### src/rtl/pwm_deadtime_ctrl_pkg.sv
// Shared types and defaults for the three-leg PWM dead-time controller.
package pwm_deadtime_ctrl_pkg;

    localparam int DT_W         = 16;
    localparam int DEAD_DEFAULT = 500;

    typedef enum logic [2:0] {
        LEG_IDLE,
        LEG_DT_HI,
        LEG_ON_HI,
        LEG_DT_LO,
        LEG_ON_LO
    } leg_state_t;

endpackage

### src/rtl/pwm_deadtime_ctrl_dt_leg.sv
// Single half-bridge leg: break-before-make sequencing with a per-leg dead-time counter.
//
//   state     | meaning
//   ----------+-------------------------------------------------------
//   LEG_IDLE  | both gates off, waiting for run permission
//   LEG_DT_HI | both gates off, counting dead time before high side
//   LEG_ON_HI | high-side gate on
//   LEG_DT_LO | both gates off, counting dead time before low side
//   LEG_ON_LO | low-side gate on
module dt_leg
    import pwm_deadtime_ctrl_pkg::*;
#(
    parameter int DT_W = pwm_deadtime_ctrl_pkg::DT_W
) (
    input  logic            clk,
    input  logic            rst_n,
    input  logic            force_off,
    input  logic            pwm_bit,
    input  logic [DT_W-1:0] dead,
    output logic            gate_hi,
    output logic            gate_lo,
    output logic            in_dt
);

    leg_state_t      state;
    logic [DT_W-1:0] cnt;
    logic            done;

    // >= rather than == keeps the leg from stalling if dead ever shrinks mid-count
    assign done = (cnt >= (dead - DT_W'(1)));

    always_ff @(posedge clk or negedge rst_n) begin
        if (!rst_n) begin
            state   <= LEG_IDLE;
            cnt     <= '0;
            gate_hi <= 1'b0;
            gate_lo <= 1'b0;
            in_dt   <= 1'b0;
        end else if (force_off) begin
            state   <= LEG_IDLE;
            cnt     <= '0;
            gate_hi <= 1'b0;
            gate_lo <= 1'b0;
            in_dt   <= 1'b0;
        end else begin
            case (state)
                LEG_IDLE: begin
                    state <= pwm_bit ? LEG_DT_HI : LEG_DT_LO;
                    cnt   <= '0;
                    in_dt <= 1'b1;
                end
                LEG_DT_HI: begin
                    if (!pwm_bit) begin
                        state <= LEG_DT_LO;
                        cnt   <= '0;
                    end else if (done) begin
                        state   <= LEG_ON_HI;
                        gate_hi <= 1'b1;
                        in_dt   <= 1'b0;
                        cnt     <= '0;
                    end else begin
                        cnt <= cnt + DT_W'(1);
                    end
                end
                LEG_ON_HI: begin
                    if (!pwm_bit) begin
                        state   <= LEG_DT_LO;
                        gate_hi <= 1'b0;
                        in_dt   <= 1'b1;
                        cnt     <= '0;
                    end
                end
                LEG_DT_LO: begin
                    if (pwm_bit) begin
                        state <= LEG_DT_HI;
                        cnt   <= '0;
                    end else if (done) begin
                        state   <= LEG_ON_LO;
                        gate_lo <= 1'b1;
                        in_dt   <= 1'b0;
                        cnt     <= '0;
                    end else begin
                        cnt <= cnt + DT_W'(1);
                    end
                end
                LEG_ON_LO: begin
                    if (pwm_bit) begin
                        state   <= LEG_DT_HI;
                        gate_lo <= 1'b0;
                        in_dt   <= 1'b1;
                        cnt     <= '0;
                    end
                end
                default: begin
                    state   <= LEG_IDLE;
                    cnt     <= '0;
                    gate_hi <= 1'b0;
                    gate_lo <= 1'b0;
                    in_dt   <= 1'b0;
                end
            endcase
        end
    end

endmodule

### src/rtl/pwm_deadtime_ctrl.sv
// Three-leg PWM gate driver with programmable dead time, fault latch and config guard.
module pwm_deadtime_ctrl
    import pwm_deadtime_ctrl_pkg::*;
#(
    parameter int DT_W         = pwm_deadtime_ctrl_pkg::DT_W,
    parameter int DEAD_DEFAULT = pwm_deadtime_ctrl_pkg::DEAD_DEFAULT
) (
    input  logic            clk,
    input  logic            rst_n,
    input  logic            enable,
    input  logic [2:0]      pwm,
    input  logic [DT_W-1:0] dead_clk,
    input  logic            cfg_load,
    input  logic            fault_n,
    input  logic            fault_clr,
    output logic [2:0]      gate_hi,
    output logic [2:0]      gate_lo,
    output logic            fault_lat,
    output logic            busy,
    output logic            cfg_err
);

    logic            fault_s1;
    logic            fault_s2;
    logic            force_off;
    logic [DT_W-1:0] dead_reg;
    logic [2:0]      leg_dt;

    always_ff @(posedge clk or negedge rst_n) begin
        if (!rst_n) begin
            fault_s1 <= 1'b1;
            fault_s2 <= 1'b1;
        end else begin
            fault_s1 <= fault_n;
            fault_s2 <= fault_s1;
        end
    end

    // A still-active fault wins over a clear request
    always_ff @(posedge clk or negedge rst_n) begin
        if (!rst_n) begin
            fault_lat <= 1'b0;
        end else if (!fault_s2) begin
            fault_lat <= 1'b1;
        end else if (fault_clr) begin
            fault_lat <= 1'b0;
        end
    end

    // Dead time may only change while the bridge is parked
    always_ff @(posedge clk or negedge rst_n) begin
        if (!rst_n) begin
            dead_reg <= DT_W'(DEAD_DEFAULT);
            cfg_err  <= 1'b0;
        end else begin
            cfg_err <= cfg_load && enable;
            if (cfg_load && !enable) begin
                dead_reg <= (dead_clk == '0) ? DT_W'(1) : dead_clk;
            end
        end
    end

    assign force_off = !enable || fault_lat || !fault_s2;

    always_ff @(posedge clk or negedge rst_n) begin
        if (!rst_n) begin
            busy <= 1'b0;
        end else begin
            busy <= |leg_dt;
        end
    end

    for (genvar i = 0; i < 3; i++) begin : g_leg
        dt_leg #(
            .DT_W (DT_W)
        ) u_leg (
            .clk       (clk),
            .rst_n     (rst_n),
            .force_off (force_off),
            .pwm_bit   (pwm[i]),
            .dead      (dead_reg),
            .gate_hi   (gate_hi[i]),
            .gate_lo   (gate_lo[i]),
            .in_dt     (leg_dt[i])
        );
    end

endmodule

### config.mk
export PLATFORM = sky130hd
export DESIGN_NAME = pwm_deadtime_ctrl
export DESIGN_NICKNAME = d
export VERILOG_FILES = /design/src/rtl/pwm_deadtime_ctrl_pkg.sv /design/src/rtl/pwm_deadtime_ctrl_dt_leg.sv /design/src/rtl/pwm_deadtime_ctrl.sv
export SDC_FILE = /design/constraint.sdc
export NUM_CORES = 1
export LEC_CHECK = 0
export ABC_AREA = 1
export ABC_CLOCK_PERIOD_IN_PS = 3500
export CORE_UTILIZATION = 60
export CTS_CLUSTER_DIAMETER = 120
export DETAILED_ROUTE_END_ITERATION = 16
export PLACE_DENSITY = 0.86
export SLEW_MARGIN = 5
export SYNTH_ARGS = -nofsm -noshare
export SYNTH_HDL_FRONTEND = slang
export SYNTH_HIERARCHICAL = 1
export SYNTH_SLANG_ARGS = --single-unit
### constraint.sdc
create_clock -name clk -period 3.5 [get_ports clk]
set_clock_uncertainty 0.15 [all_clocks]
set_input_delay 1.05 -clock clk [delete_from_list [all_inputs] [get_ports clk]]
set_output_delay 1.05 -clock clk [all_outputs]
set_load 0.02 [all_outputs]
---- After elaboration in Yosys (flattened, before gate mapping) ----
Cells that the tools add are included.
storage, ports and cells
  register bits ........................... 87
  bits of input ports ..................... 25
  output and inout port bits .............. 9
  logic and storage cells ................. 202
operators by class
  add/sub/neg operators ................... 4
  magnitude comparators ................... 3
  equality and inequality tests ........... 43
  muxes and demuxes ....................... 99
  reductions and logical operators ........ 32
operators with widths
  kind                     count
  $mux W16                 19
  $pmux W16 S4             3
  $mux W3                  21
  $add A16 B1 Y16 const B  3
  $ge A16 B16 Y1           3
  $reduce_and A4 Y1        12
  $pmux W3 S5              3
  $mux W1                  41
  $ne A3 B3 Y1 const B     12
  $ne A4 B3 Y1 const B     6
  $reduce_or A3 Y1         7
  $eq A3 B2 Y1 const B     6
  $ne A3 B2 Y1 const B     6
  $pmux W1 S3              6
  $logic_not A16 Y1        1
  $sub A16 B1 Y16 const B  1
  $pmux W1 S5              3
  $ne A2 B1 Y1 const B     6
  $eq A3 B1 Y1 const B     3
  $eq A3 B3 Y1 const B     3
  $logic_not A3 Y1         3
  $mux W2                  3
  $reduce_and A2 Y1        3
  $logic_and A1 B1 Y1      2
  other kinds (3)          5

---- Longest topological paths before layout ----
Gate-level depths: netlist of run 1.
  depth in word-level cells ............... 6
  depth in mapped cells ................... 19
  mapped depth without buffers ............ 18

---- By module ----
Netlist of run 1, hierarchy kept.
by module, submodules not included
  module                   instances  cells an instance  area each (sq um)  seq. area each (sq um)
  dt_leg (g_leg[2].u_leg)  1          287                2062.0             550.5
  dt_leg (g_leg[0].u_leg)  1          291                2040.7             550.5
  dt_leg (g_leg[1].u_leg)  1          292                2031.9             550.5
  pwm_deadtime_ctrl        1          95                 838.3              535.5

---- Least setup slack after synthesis of run 1 ----
Ideal clock, no wire load.
  path type ............................... reg-to-reg
  start point ............................. register dead_reg[0]
  end point ............................... register g_leg[2].u_leg.cnt[9]
  library setup time ...................... 0.069 ns
  arrival time ............................ 2.612 ns
  required time ........................... 3.281 ns
  slack ................................... 0.669 ns
  cell stages (with the launch flop) ...... 18
  buffers on the path ..................... 1
  clock period less this slack ............ 2.831 ns
  cells stage by stage .................... dfrtp_1 inv_1 ha_1 nand2_1 nor3_2 nand3_1 nor2_1 xor2_1 inv_1 ha_1 nand4_1 a21oi_1 nor2_1 nand3_2 nand2_2 inv_2 buf_6 nor2_2
between the ends
  cells in the longest elaborated chain, start to end .. 6
  elaborated cells on any way between the ends .. 7
  classes of those cells .................. 1 x add/sub; 1 x order compare; 5 x mux
ends and longest elaborated chain
  what                                line                                                            text
  from (decl)                         pwm_deadtime_ctrl.sv:26                                         logic [DT_W-1:0] dead_reg;
  from (signal assigned)              pwm_deadtime_ctrl.sv:53                                         dead_reg <= DT_W'(DEAD_DEFAULT);
  from (signal assigned)              pwm_deadtime_ctrl.sv:58                                         dead_reg <= (dead_clk == '0) ? DT_W'(1) : dead_clk;
  $sub A16 B1 Y16 (*)                 pwm_deadtime_ctrl_dt_leg.sv:30                                  assign done = (cnt >= (dead - DT_W'(1)));
  $ge A16 B16 Y1 (*)                  pwm_deadtime_ctrl_dt_leg.sv:30
  $mux W16 (*)                        pwm_deadtime_ctrl_dt_leg.sv:56, pwm_deadtime_ctrl_dt_leg.sv:77
  $mux W16, on equally long branches  pwm_deadtime_ctrl_dt_leg.sv:74, pwm_deadtime_ctrl_dt_leg.sv:53
  $pmux W16 S4 (*)                    pwm_deadtime_ctrl_dt_leg.sv:46                                  case (state)
  $mux W16 (*)                        pwm_deadtime_ctrl_dt_leg.sv:39                                  end else if (force_off) begin
  to (signal assigned)                pwm_deadtime_ctrl_dt_leg.sv:62                                  cnt <= cnt + DT_W'(1);
  to (signal assigned)                pwm_deadtime_ctrl_dt_leg.sv:83                                  cnt <= cnt + DT_W'(1);
  to (decl)                           pwm_deadtime_ctrl_dt_leg.sv:26                                  logic [DT_W-1:0] cnt;
Every way passes the cells marked *; elsewhere a longest branch is shown, timed or not.
A chain may end at the register's enable or synchronous reset.

---- Worst setup path after layout of run 1 ----
  start point ............................. register dead_reg[1]
  end point ............................... register g_leg[2].u_leg.cnt[3]
The elaborated chain is that of the path after synthesis.

==> results of run 1 <==
==> power breakdown <==
group | switching, mW | internal [mW]
Combinational | 0.279 | 0.201
Clock | 0.401 | 0.624
Sequential | 0.0873 | 1.04
==> synth_stat cells, drive strengths merged <==
master	count
nor2b	1
dfstp	8
nor3	31
buf	12
nand4	27
or2	3
nand3b	4
o211ai	3
and3	1
dfrtp	79
or3	1
o21ai	20
o21bai	4
xnor2	26
nand3	68
a21oi	28
a211oi	2
nor2	157
nor4	5
o221ai	2
a22o	1
a21o	1
ha	54
and2	1
inv	134
xor2	37
nand2	252
a21boi	3
==> per-layer routing <==
metal / vias up / global-route usage [%]
met4: 0 / 12.0
met1: 2851 / 36.8
met2: 168 / 42.8
met3: 24 / 4.21
met5: - / 0
li1: 3166 / -
==> critical path: stages, from the launching register on <==
cell and delay, ps:
dfrtp_1 490, inv_1 90, ha_1 200, nand2_1 140, nor3_2 260, nand3_1 160
nor2_1 140, xor2_1 150, inv_1 50, ha_1 300, nand4_1 110, a21oi_1 160
nor2_1 100, nand3_2 100, nand2_2 60, inv_2 290, nor2_1 90
==> cell type report <==
type	instances	area [µm²]	share of cell area, %
sequential	87	2190	28.2
tap	143	179	2.31
multi-input combinational	732	4150	53.6
clock buffer	10	229	2.96
clock inverter	6	86.3	1.11
inverter	134	508	6.56
timing repair buffer	40	405	5.23
==> final timing paths <==
check / startpoint / end / slack, ps / cells past startpoint
setup / recovery: dead_reg[1] / g_leg[2].u_leg/cnt[3] / 310 / 16
hold / removal: fault_s1 / fault_s2 / 210 / 0
setup reg to reg: dead_reg[1] / g_leg[2].u_leg/cnt[3] / 310 / 16
hold reg to reg: fault_s1 / fault_s2 / 210 / 0
max in group asynchronous: rst_n / fault_s2 / 1960 / 2
min in group asynchronous: rst_n / g_leg[1].u_leg/cnt[2] / 550 / 1
==> per-stage QoR <==
step / power (mW) / utilization (%) / hold WS (ps)
3_3_place_gp: 1.60 / 65.3 / 196
4_1_cts: 2.65 / 68.0 / 210
5_1_grt: 2.78 / 68.1 / 219
3_5_place_dp: 1.62 / 65.3 / 199
2_1_floorplan: 1.46 / - / 195
6_report: 2.64 / 68.1 / 208
==> timing repair <==
item	in CTS	in global routing
hold endpoints to repair	0	0
endpoints found under the setup margin	0	18
gates resized for setup	0	3
==> logic make-up after synthesis <==
kind of cell / after synthesis
adders and majority gates: 54
DFF: 87
xor gates and xnor gates: 63
and+or+nand+nor: 551
buffers and inverters: 146
AOI/OAI and AO/OA: 64
==> results.yml, run 1 <==
clocking:
  cts_buffers: 9
  htreeDepth: 3
  cts_tree: "done"
  post_cts_buffers: 0
  clk_latency_ps: 350
  cts_num_sinks: 87
  clock_path_buffers: 2
  cts.clk_slew.worst_paths_ps: 60
  cts_hold_buf: 0
  root_buffer: "clkbuf_16"
yosys:
  syn_inst: 965
  ys_seq_area_share_pct: 31.4
  yosys_warnings: 6
  synth_compound_area_share_pct: 5.22
  synth_area_leaders: "dfrtp_1 28%, nand2_1 13%, ha_1 9.7%, nor2_1 6.7%, inv_1 6.4%"
  synthMuxAreaShare_pct: 0
  synth-seq-cells: 87
  synthSimpleGateAreaFrac_pct: 36.4
  synth_xor_xnor_area_share_pct: 8.13
  netlist_area_um2: 6970
  synth_fa_ha_area_share_pct: 9.69
  synth_top_area_share_pct: 28.4
  synth_top_family_by_area: "simple AND/OR/NAND/NOR gates"
  syn_avg_cell_area_um2: 7.23
  syn-num-nets: 1044
  synth.largest_area_cell: "dfrtp_1"
  synth_cell_type_count: 44
grt:
  gr-total-overflow: 0
  grt_max_degree: 45
  grt_pass1_vias: 5854
  gr-usage-all-layers_pct: 27.2
  grt_pass1_wl_um: 26000
  antenna_found_initial: 0
finish:
  layout_common_cells: "245 x nand2_1, 122 x nor2_1, 118 x inv_1"
  nFillCells: 913
  drive_gt1_share_pct: 11.2
  layout_commonest_cell: "nand2_1"
  syn_to_final_growth_pct: 11.1
  nets: 1083
  fin_area_um2: 7750
  largest_register_ffs: 48
  stdcell_count: 1152
  antennaDiodeCount: 0
timing:
  drv_slew: 0
  rsz0062_at_grt: "no"
  slew_headroom_pct: 61.0
  timing.final.ws_setup_ps: 306
  fmax_mhz: 313
  period_share_pct: 91.3
  period_minus_slack_ps: 3190
  tns_ps: 0
  worst_pin_slew_ps: 585
  hold_violations: 0
  setup_viol: 0
power:
  power.density_nw_per_um2: 340
  ir_worst_vdd_mv: 0.259
  leakagePower_nw: 3.74
run_status:
  outcome: "finished clean"
run:
  max_cap_viol_count: 0
detailed_routing:
  met2_length_um: 6770
  routed-via-count: 6209
  top_layer: "met4"
  dr.pass1.iters: 7
  post-route-drc-count: 0
  ant_nets: 0
  wl_met1_um: 7070
  wl_met3_um: 710
  viasPerCell: 5.39
  routed_wl_um: 14900
  first_iter_violations: 406
  post_drt_wl_per_cell_um: 12.9
placement:
  place_ws_ps: 269
  placed_cells: 1136
  place_area_um2: 7420
  io_buffers: 33
  dpl.hpwl_um: 11000
  place_congestion: 0.887
setup_path:
  crit_fanout: 14
  cp.arrival_ps: 3270
  critPathCaptureType: "flip-flop"
  crit_type: "flip-flop to flip-flop"
  worstPathRequired_ps: 3570
  crit_path_start_kind: "flip-flop"
die:
  start_util_pct: 61.3
  io_pins: 34
  core.rowCount: 39
  core_um2: 11400
  die_h_um: 110
  dieArea_um2: 12100
  die-width_um: 110
min_path:
  hold_class: "flip-flop to flip-flop"
Note: power is estimated with default switching activity, not from simulation.
==> inputs of run 2 (changes only) <==
Settings changed: PLACE_DENSITY 0.86 to 0.8.
==> results.yml, run 2 (synthesis gave the netlist of run 1 again) <==
run_status:
  outcome: "finished clean"
setup_path:
  r2r_start: "dead_reg[0]"
  reg2regPathDepth: 16
  cp.arrival_ps: 3310
  worstPathRequired_ps: 3630
  rr_endpoint: "g_leg[2].u_leg/cnt[3]"
  r2r_slack_ps: 320
  crit_type: "flip-flop to flip-flop"
  crit_fanout: 14
  critPathCaptureType: "flip-flop"
  crit_path_start_kind: "flip-flop"
timing:
  period_share_pct: 90.9
  tns_ps: 0
  drv_slew: 0
  rsz0062_at_grt: "no"
  hold_violations: 0
  worst_pin_slew_ps: 551
  slew_headroom_pct: 63.2
  period_minus_slack_ps: 3180
  setup_viol: 0
  fmax_mhz: 314
power:
  ir_worst_vdd_mv: 0.273
  p_clk_share_pct: 38.2
  power_mw: 2.59
  power_frac_comb_pct: 18.0
  power.density_nw_per_um2: 334
  swShare_pct: 29.2
  p_seq_share_pct: 43.7
  internal-power_mw: 1.83
  p_switching_uw: 755
  leakagePower_nw: 3.74
detailed_routing:
  ant_nets: 0
  dr.pass1.iters: 6
  post_drt_wl_per_cell_um: 12.6
  routed_wl_um: 14500
  first_iter_violations: 455
  routed-via-count: 6057
  post-route-drc-count: 0
  viasPerCell: 5.26
clocking:
  htreeDepth: 3
  cts_hold_buf: 0
  cts_buffers: 9
  cts_tree: "done"
  clock_path_buffers: 2
  root_buffer: "clkbuf_16"
  cts.clk_slew.worst_paths_ps: 60
  clk_latency_ps: 350
  post_cts_buffers: 0
  cts_num_sinks: 87
  cts_resized: 0
grt:
  gr-usage-all-layers_pct: 26.3
  gr-total-overflow: 0
  grt_pass1_wl_um: 24900
  grt_max_degree: 47
  antenna_found_initial: 0
  grt_pass1_vias: 5594
finish:
  drive_gt1_share_pct: 11.4
  stdcell_count: 1152
  nets: 1083
  largest_register_ffs: 48
  syn_to_final_growth_pct: 11.0
  antennaDiodeCount: 0
  postLayoutCoreUtil_pct: 68.1
  fin_area_um2: 7740
  nFillCells: 972
  layout_common_cells: "245 x nand2_1, 124 x nor2_1, 117 x inv_1"
  layout_commonest_cell: "nand2_1"
placement:
  place_congestion: 0.897
  placed_cells: 1136
  place_area_um2: 7420
  io_buffers: 33
  dpl.hpwl_um: 10900
die:
  core_um2: 11400
  die_h_um: 110
  dieArea_um2: 12100
  core.rowCount: 39
  start_util_pct: 61.3
  die-width_um: 110
  io_pins: 34
run:
  max_cap_viol_count: 0
min_path:
  hold_class: "flip-flop to flip-flop"
  worstHoldStart: "fault_s1"
  hold_depth: 0
  min_to: "fault_s2"
-- run 2: changes by cell type in the layout (fill, tap and decap cells not counted), sizes merged --
cell / before / now
clkbuf: 10 / 11
bufinv: 2 / 1
-- run 2: per-stage QoR --
step | hold slack (ps) | setup WS, ps
detailed placement | 200 | 239
finish | 208 | 319
CTS | 210 | 217
floorplan | 195 | 669
global placement | 198 | 333
global route | 218 | 26.9
-- run 2: layer usage --
layer  global-route usage [%]  part of all wire [%]
met5                        0                     0
met4                     10.4                   1.8
met3                     4.27                   3.6
met2                     41.8                    44
met1                     35.5                    50
-- run 2: layout make-up --
class | instances | area [µm²] | share of cell area [%]
Clock inverter | 5 | 56.3 | 0.727
Multi-Input combinational cell | 732 | 4150 | 53.6
Sequential cell | 87 | 2190 | 28.3
Inverter | 134 | 513 | 6.63
Clock buffer | 11 | 253 | 3.26
Timing Repair Buffer | 40 | 405 | 5.24
Tap cell | 143 | 179 | 2.31
-- run 2: worst max-delay path by stage --
stage                 from                endpoint  slack [ps]  cells after the start
4_1_cts        dead_reg[0]   g_leg[2].u_leg/cnt[3]         220                     16
6_report       dead_reg[0]   g_leg[2].u_leg/cnt[3]         320                     16
2_1_floorplan  dead_reg[0]   g_leg[2].u_leg/cnt[9]         670                     17
3_3_place_gp   dead_reg[0]  g_leg[2].u_leg/cnt[14]         330                     16
5_1_grt        dead_reg[0]  g_leg[0].u_leg/cnt[14]          30                     15
3_5_place_dp        enable   g_leg[1].u_leg/cnt[4]         240                     11
-- run 2: power groups by stage --
| stage | clock network, mW | logic, mW | registers (mW) |
|---|---|---|---|
| after floorplan | 0 | 0.337 | 1.12 |
| after global placement | 0 | 0.454 | 1.15 |
| after detailed placement | 0 | 0.466 | 1.15 |
| after CTS | 1.01 | 0.469 | 1.13 |
| after global routing | 1.05 | 0.540 | 1.14 |
| final | 0.990 | 0.466 | 1.13 |
-- run 2: critical path, stage by stage (launching register included) --
cell	delay, ps
dfrtp_2	490
inv_1	110
ha_1	190
nand2_1	130
nor3_2	250
nand3_1	160
nor2_1	150
xor2_1	160
inv_1	60
ha_1	280
nand4_1	120
a21oi_1	60
nor2_1	220
nand3_2	220
nand2_2	140
inv_4	100
nor2_1	110
